**src/rtl/axi_adc_jesd204_pkg.sv**
```systemverilog
// Shared constants for the JESD204 ADC capture path: FSM state encoding and trigger modes.
package axi_adc_jesd204_pkg;

    localparam logic [2:0] ST_IDLE    = 3'd0;
    localparam logic [2:0] ST_ARMED   = 3'd1;
    localparam logic [2:0] ST_DELAY   = 3'd2;
    localparam logic [2:0] ST_ALIGN   = 3'd3;
    localparam logic [2:0] ST_CAPTURE = 3'd4;
    localparam logic [2:0] ST_DONE    = 3'd5;

    localparam logic MODE_IMMEDIATE = 1'b0;
    localparam logic MODE_EXTERNAL  = 1'b1;

endpackage

```
**src/rtl/axi_adc_jesd204_trig_edge.sv**
```systemverilog
// Rising-edge detector for a signal already synchronous to clk_i.
module axi_adc_jesd204_trig_edge (
    input  logic clk_i,
    input  logic rst_ni,
    input  logic sig_i,
    output logic rise_o
);

    logic sig_q;

    always_ff @(posedge clk_i or negedge rst_ni) begin
        if (!rst_ni) begin
            sig_q <= 1'b0;
        end else begin
            sig_q <= sig_i;
        end
    end

    assign rise_o = sig_i & ~sig_q;

endmodule

```
**src/rtl/axi_adc_jesd204_capture_ctrl.sv**
```systemverilog
// Capture sequencer: arm, optional trigger + delay, SOF alignment, then gate exactly
// ctrl_length valid beats toward the DMA.
module axi_adc_jesd204_capture_ctrl
    import axi_adc_jesd204_pkg::*;
#(
    parameter int NUM_CHANNELS = 1,
    parameter int LENGTH_WIDTH = 16,
    parameter int DELAY_WIDTH  = 8
) (
    input  logic                    adc_clk,
    input  logic                    adc_rstn,
    input  logic                    ctrl_arm,
    input  logic                    ctrl_abort,
    input  logic                    ctrl_mode,
    input  logic [LENGTH_WIDTH-1:0] ctrl_length,
    input  logic [DELAY_WIDTH-1:0]  ctrl_delay,
    input  logic                    trig_in,
    input  logic [3:0]              rx_sof,
    input  logic [NUM_CHANNELS-1:0] adc_valid_in,
    input  logic [NUM_CHANNELS-1:0] adc_enable,
    input  logic                    adc_dovf,
    output logic [NUM_CHANNELS-1:0] adc_valid_out,
    output logic                    status_busy,
    output logic                    status_done,
    output logic                    status_ovf,
    output logic [LENGTH_WIDTH-1:0] status_count
);

    logic [2:0]              state_q, state_d;
    logic [LENGTH_WIDTH-1:0] len_q, len_d;
    logic [DELAY_WIDTH-1:0]  dcnt_q, dcnt_d;
    logic                    mode_q, mode_d;
    logic [LENGTH_WIDTH-1:0] count_q, count_d;
    logic                    ovf_q, ovf_d;

    logic trig_rise;
    logic any_valid;
    logic sof_beat;
    logic window;
    logic unused_sof;

    axi_adc_jesd204_trig_edge u_trig_edge (
        .clk_i  (adc_clk),
        .rst_ni (adc_rstn),
        .sig_i  (trig_in),
        .rise_o (trig_rise)
    );

    // Only octet 0 carries the frame boundary we align to.
    assign unused_sof = ^rx_sof[3:1];
    assign any_valid  = |adc_valid_in;
    assign sof_beat   = rx_sof[0] & any_valid;

    always_comb begin
        state_d = state_q;
        len_d   = len_q;
        dcnt_d  = dcnt_q;
        mode_d  = mode_q;
        count_d = count_q;
        ovf_d   = ovf_q;
        if (ctrl_abort) begin
            state_d = ST_IDLE;
        end else begin
            case (state_q)
                ST_IDLE, ST_DONE: begin
                    if (ctrl_arm) begin
                        len_d   = ctrl_length;
                        dcnt_d  = ctrl_delay;
                        mode_d  = ctrl_mode;
                        count_d = '0;
                        ovf_d   = 1'b0;
                        state_d = (ctrl_length == '0) ? ST_DONE : ST_ARMED;
                    end
                end
                ST_ARMED: begin
                    if (mode_q == MODE_IMMEDIATE || trig_rise) begin
                        state_d = ST_DELAY;
                    end
                end
                ST_DELAY: begin
                    if (dcnt_q == '0) begin
                        state_d = ST_ALIGN;
                    end else begin
                        dcnt_d = dcnt_q - DELAY_WIDTH'(1);
                    end
                end
                ST_ALIGN: begin
                    if (adc_dovf) begin
                        ovf_d = 1'b1;
                    end
                    if (sof_beat) begin
                        count_d = LENGTH_WIDTH'(1);
                        state_d = (len_q == LENGTH_WIDTH'(1)) ? ST_DONE : ST_CAPTURE;
                    end
                end
                ST_CAPTURE: begin
                    if (adc_dovf) begin
                        ovf_d = 1'b1;
                    end
                    // count_q < len_q here, so the increment can never wrap.
                    if (any_valid) begin
                        count_d = count_q + LENGTH_WIDTH'(1);
                        if (count_d == len_q) begin
                            state_d = ST_DONE;
                        end
                    end
                end
                default: state_d = ST_IDLE;
            endcase
        end
    end

    always_ff @(posedge adc_clk or negedge adc_rstn) begin
        if (!adc_rstn) begin
            state_q <= ST_IDLE;
            len_q   <= '0;
            dcnt_q  <= '0;
            mode_q  <= MODE_IMMEDIATE;
            count_q <= '0;
            ovf_q   <= 1'b0;
        end else begin
            state_q <= state_d;
            len_q   <= len_d;
            dcnt_q  <= dcnt_d;
            mode_q  <= mode_d;
            count_q <= count_d;
            ovf_q   <= ovf_d;
        end
    end

    // The first aligned beat is forwarded in the same cycle it is recognised.
    assign window        = (state_q == ST_CAPTURE) || ((state_q == ST_ALIGN) && sof_beat);
    assign adc_valid_out = adc_valid_in & adc_enable & {NUM_CHANNELS{window}};

    assign status_busy  = (state_q == ST_ARMED) || (state_q == ST_DELAY) ||
                          (state_q == ST_ALIGN) || (state_q == ST_CAPTURE);
    assign status_done  = (state_q == ST_DONE);
    assign status_ovf   = ovf_q;
    assign status_count = count_q;

endmodule

```
**config.mk**
```make
export PLATFORM = sky130hd
export DESIGN_NAME = axi_adc_jesd204_capture_ctrl
export DESIGN_NICKNAME = d
export VERILOG_FILES = /design/src/rtl/axi_adc_jesd204_pkg.sv /design/src/rtl/axi_adc_jesd204_trig_edge.sv /design/src/rtl/axi_adc_jesd204_capture_ctrl.sv
export SDC_FILE = /design/constraint.sdc
export NUM_CORES = 1
export LEC_CHECK = 0
export ABC_AREA = 0
export CELL_PAD_IN_SITES_DETAIL_PLACEMENT = 1
export CELL_PAD_IN_SITES_GLOBAL_PLACEMENT = 1
export CORE_MARGIN = 5
export CORE_UTILIZATION = 30
export CTS_CLUSTER_DIAMETER = 30
export DETAILED_ROUTE_END_ITERATION = 8
export DONT_BUFFER_PORTS = 1
export GPL_ROUTABILITY_DRIVEN = 0
export PLACE_DENSITY = 0.51
export SETUP_SLACK_MARGIN = 0.2
export SYNTH_ARGS = -nofsm -noshare
export SYNTH_HDL_FRONTEND = slang
export SYNTH_SLANG_ARGS = --single-unit
```
**constraint.sdc**
```tcl
create_clock -name adc_clk -period 2.5 [get_ports adc_clk]
set_input_delay 0.5 -clock adc_clk [delete_from_list [all_inputs] [get_ports adc_clk]]
set_output_delay 0.5 -clock adc_clk [all_outputs]
set_load 0.005 [all_outputs]
```
Yosys cells after proc, flatten, opt, wreduce, memory -nomap -nowiden --
Index checks and enable logic that the tools add are counted.
Word-level totals: bits of input ports 37, output and inout port bits 20, bits in registers 46, word-level logic and storage cells 73
Operators by class: $add $sub $neg 2, muxes and demuxes 20, equality and inequality tests 18, bitwise gates (word level) 7, reductions and logical operators 19
Operators with widths (count):
- 16-bit two-way mux | 3
- 16-bit case mux with 3 select lines | 1
- 3-bit two-way mux | 8
- 3-bit inequality test (second input constant) | 6
- 16-bit by 1-bit adder with 16-bit output (second input constant) | 1
- 16-bit by 1-bit == test with 1-bit output (second input constant) | 1
- 16-bit == test | 1
- 16-bit zero test | 1
- 8-bit two-way mux | 2
- 8-bit case mux with 2 select lines | 1
- 3-bit case mux with 5 select lines | 1
- 8-bit zero test | 1
- 2-bit inequality test (second input constant) | 4
- 4-bit AND reduction | 2
- 8-bit by 1-bit subtractor with 8-bit output (second input constant) | 1
- 3-bit by 2-bit == test with 1-bit output (second input constant) | 2
- 3-bit == test (second input constant) | 2
- 6-bit AND reduction | 1
- 1-bit logical OR | 5
- 5-bit AND reduction | 1
- 1-bit AND | 4
- 2-bit nonzero test | 2
- 2-bit OR reduction | 2
- 3-bit by 1-bit == test with 1-bit output (second input constant) | 1
- other kinds (8) | 12

Logic depth before layout (Yosys ltp) --
Gate-level depths: netlist of the first run.
word-level depth 6, depth in mapped cells 9

Cells and area by module --
A second synthesis of the first run with hierarchy kept.
Unflattened totals: cell total of the unflattened synthesis 337, area total of the unflattened synthesis 3072.9 µm²
Modules (own cells, without submodules):
- axi_adc_jesd204_capture_ctrl | cells each 335, instances 1, area an instance 3034.2 µm², seq. area each 1126.1 µm²
- axi_adc_jesd204_trig_edge | cells each 2, instances 1, area an instance 38.8 µm², seq. area each 25.0 µm²

Worst setup path after synthesis of the first run --
No wires, ideal clock.
kind register to register, from register state_q[0], to register count_q[9], in the netlist status_count[9], data required time 2404 ps, arrival 1954 ps, stages on the path, launching flop included 10, path buffers 3, setup slack 450 ps, setup time 96 ps, clock period less this slack 2050 ps, cell sequence dfrtp_1 -> and2b_1 -> a21oi_1 -> o21a_1 -> or3_1 -> buf_2 -> or2_0 -> buf_2 -> buf_6 -> o31ai_1
On the way: longest elaborated chain between the ends 4, elaborated cells between the ends (all ways) 11, those cells by class eq/ne (6); mux (1); reduce/logical (4)
Ends and longest elaborated chain:
- start, declared | line axi_adc_jesd204_capture_ctrl.sv:29 | logic [2:0] state_q, state_d;
- start signal, assigned | line axi_adc_jesd204_capture_ctrl.sv:122 | state_q <= state_d;
- 3-bit == test or 3-bit zero test (tied branches) | line axi_adc_jesd204_capture_ctrl.sv:64 | case (state_q)
- 2-bit OR reduction | line axi_adc_jesd204_capture_ctrl.sv:64
- 2-bit inequality test (no line) or 3-bit nonzero test (tied branches)
- 5-bit AND reduction (no line)
- end signal, assigned | line axi_adc_jesd204_capture_ctrl.sv:126 | count_q <= count_d;
- end, declared | line axi_adc_jesd204_capture_ctrl.sv:33 | logic [LENGTH_WIDTH-1:0] count_q, count_d;
Several ways; a longest one is shown, not always the timed one. A chain may end at the register's enable or synchronous reset.

Final worst setup path of the first run --
from register state_q[2], to register count_q[11], in the netlist status_count[11]
The elaborated chain is that of the path after synthesis.

==> results.yml, run 1 <==
clocking:
  clockBufferDepth: 2
  path_clk_slew_ns: 0.10
  cts_root_buf: "clkbuf_8"
  clk_latency_ns: 0.30
  cts_buffers: 5
  clock-sinks: 46
  htreeDepth: 2
  cts_tree: "built"
worst_setup_path:
  critPathMaxFanout: 14
  worstSetupPathType: "register to register"
  required_ns: 2.71
  worst-path-buf-inv: 2
  crit_family: "simple AND/OR/NAND/NOR gates"
  crit_path_cell_trace: "buf_6, nand2b_1, a21oi_1, o21a_1, or3_1, or2_0, buf_4, o41ai_2"
  cp-start-kind: "register"
  arrival_ns: 2.34
  rr_startpoint: "state_q[2]"
  r2r-end: "status_count[11]"
  max_stage_delay_ns: 0.43
  endpoint_kind: "register"
  reg2reg_depth: 8
  r2r_setup_slack_ns: 0.37
  path_depth: 8
  critPathSlowestCell: "dfrtp_1"
drt:
  drtAntennaViolNets: 0
  num_vias: 2516
  drt_iter0_drc: 75
  drt_first_pass_iters: 4
  drt_drc_violations_left: 0
  wl_per_cell_um: 19.1
  routed_wl_mm: 9.15
  via_per_inst: 5.24
grt:
  grt_pass1_wl_mm: 14.9
  grt_antenna_before_repair: 0
  grt.total_usage_pct: 16.3
  grt_max_degree: 47
  overflow: 0
  first_global_vias: 2667
die:
  die_y_um: 109
  die_x_um: 109
  dieArea_um2: 11800
  core_um2: 9640
  io_pins: 57
  initial_core_util_pct: 30.3
  rows: 36
synth:
  postSynthCellCount: 327
  ys_seq_elements: 46
  yosys_warnings: 0
  synth.distinct_cells: 51
  ys_seq_area_share_pct: 39.5
  synth_area_um2: 2920
  synth_edf_count: 0
  avgSynthCellArea_um2: 8.92
  synth-async-reset-ratio_pct: 100
  synth_ff_type: "dfrtp_1"
  synth_top_cell_by_area: "dfrtp_1"
  synth_nets: 367
  synth_area_leaders: "dfrtp_1 39%, mux2_2 7.3%, o21ai_0 5.8%, xnor2_1 4.8%, nor2_1 3.6%"
  synth_top_area_share_pct: 39.5
placement:
  pre_cts_ws_ns: 0.268
  placedInstanceArea_um2: 3220
  port-buffer-count: 0
  dp_hpwl_mm: 6.87
  dp.cells: 472
sta:
  relSlewSlack_pct: 65.1
  setup_tns_ns: 0
  worstMarginPinSlew_ns: 0.522
  finalSetupViolCount: 0
  hold_viol: 0
  worst_slack_ns: 0.366
  report.final.slew_viol_count: 0
  whs_ns: 0.0317
  fmax_mhz: 469
  timing.final.crit_period_ns: 2.13
  rsz0062_at_grt: "no"
  clock_skew_ns: 0.0101
  finalCritPeriodShare_pct: 85.3
power:
  power_density_nw_per_um2: 799
  total_power_mw: 2.69
  vdd_drop_max_mv: 0.403
  p_leak_nw: 1.31
cells_and_area:
  fillers: 1161
  antenna_cells: 0
  finalInstanceArea_um2: 3370
  final_util_pct: 34.9
  nets: 387
  drive_gt1_share_pct: 16.7
  final_cells: 480
  area_growth_pct: 15.5
outcome:
  status: "complete, no violations"
run:
  drv_cap: 0
min_path:
  worstHoldPathType: "primary input to asynchronous set/reset pin"
==> registers in the layout, indices dropped and copies added (netlist names) <==
signal / count
mode_q: 1
u_trig_edge.sig_q: 1
status_ovf: 1
status_count: 16
state_q: 3
dcnt_q: 8
len_q: 16
==> cells in the mapped netlist (4+ instances only) <==
cell      number
nor2_1        28
xnor2_1       16
o21a_1         5
clkbuf_1      10
nand4_1        6
a21oi_1       14
o21ai_0       34
xor2_1         8
o41ai_1        5
nand2_1       26
mux2_2        19
nor4_1        11
dfrtp_1       46
buf_2          4
and2_1         4
nor3_1         8
nand3_1        7
or3_1          4
nand2b_1       8
inv_1         10
o31ai_1        4
nor3b_1        4
==> report_power, final <==
part / internal [mW] / leakage, nW / switching (mW)
clock network: 0.321 / 0.0573 / 0.274
logic: 0.449 / 0.668 / 0.436
registers: 0.946 / 0.584 / 0.266
total: 1.72 / 1.31 / 0.976
==> routing by layer <==
layer / GRT usage (%) / share of wire, %
met1: 24.1 / 51
met2: 24.7 / 44
met3: 3.28 / 4.2
met4: 3.07 / 0.72
met5: 0 / 0
==> how the worst max path moves through the flow <==
stage,to,from,slack (ns)
floorplan,status_count[9],state_q[0],0.45
global placement,status_count[11],state_q[2],0.33
detailed placement,status_count[11],state_q[2],0.27
CTS,status_count[11],state_q[2],0.24
global route,status_count[11],state_q[2],0.20
finish,status_count[11],state_q[2],0.37
==> area by class of cell <==
cell class	instances	area, um2	area share, %
Clock buffer	6	82.6	2.45
Clock inverter	1	30.0	0.892
Inverter	10	37.5	1.11
Multi-Input combinational cell	256	1670	49.5
Sequential cell	46	1150	34.2
Tap cell	133	166	4.94
Timing Repair Buffer	28	234	6.95
==> placed cells by master, fill, tap and decap left out, types with 5 or more instances in the layout <==
master    synthesis  final
xor2_1            8      8
clkbuf_8          0      6
nor4_1           11     11
mux2_2           19     19
a21oi_1          14     14
nand4_1           6      6
dfrtp_1          46     46
inv_1            10     10
o21a_1            5      5
buf_4             0     26
xnor2_1          16     16
nor3_1            8      8
nand3_1           7      7
nor2_1           28     28
nand2b_1          8      8
o21ai_0          34     34
nand2_1          26     26
==> cell families after synthesis <==
family	after synthesis	share of synthesized area (%)
AOI/OAI and AO/OA	84	17.8
xor gates and xnor gates	24	7.21
adders and majority gates	3	1.29
buffers and inverters	25	3.65
DFF	46	39.5
muxes	22	8.37
and+or+nand+nor	123	22.2
==> repair_timing <==
action	4_1_cts	5_1_grt
buffers inserted	0	0
gates resized for setup	0	2
hold endpoints to repair	46	0
hold buffers	1	0
endpoints found under the setup margin	0	1
Power figures use the tool's default switching activity.
==> run 2: changes to the inputs <==
- CTS_CLUSTER_SIZE: not set -> 40
==> results of run 2 <==
Same layout as run 1: the final DEF is identical, and so are final timing and power.
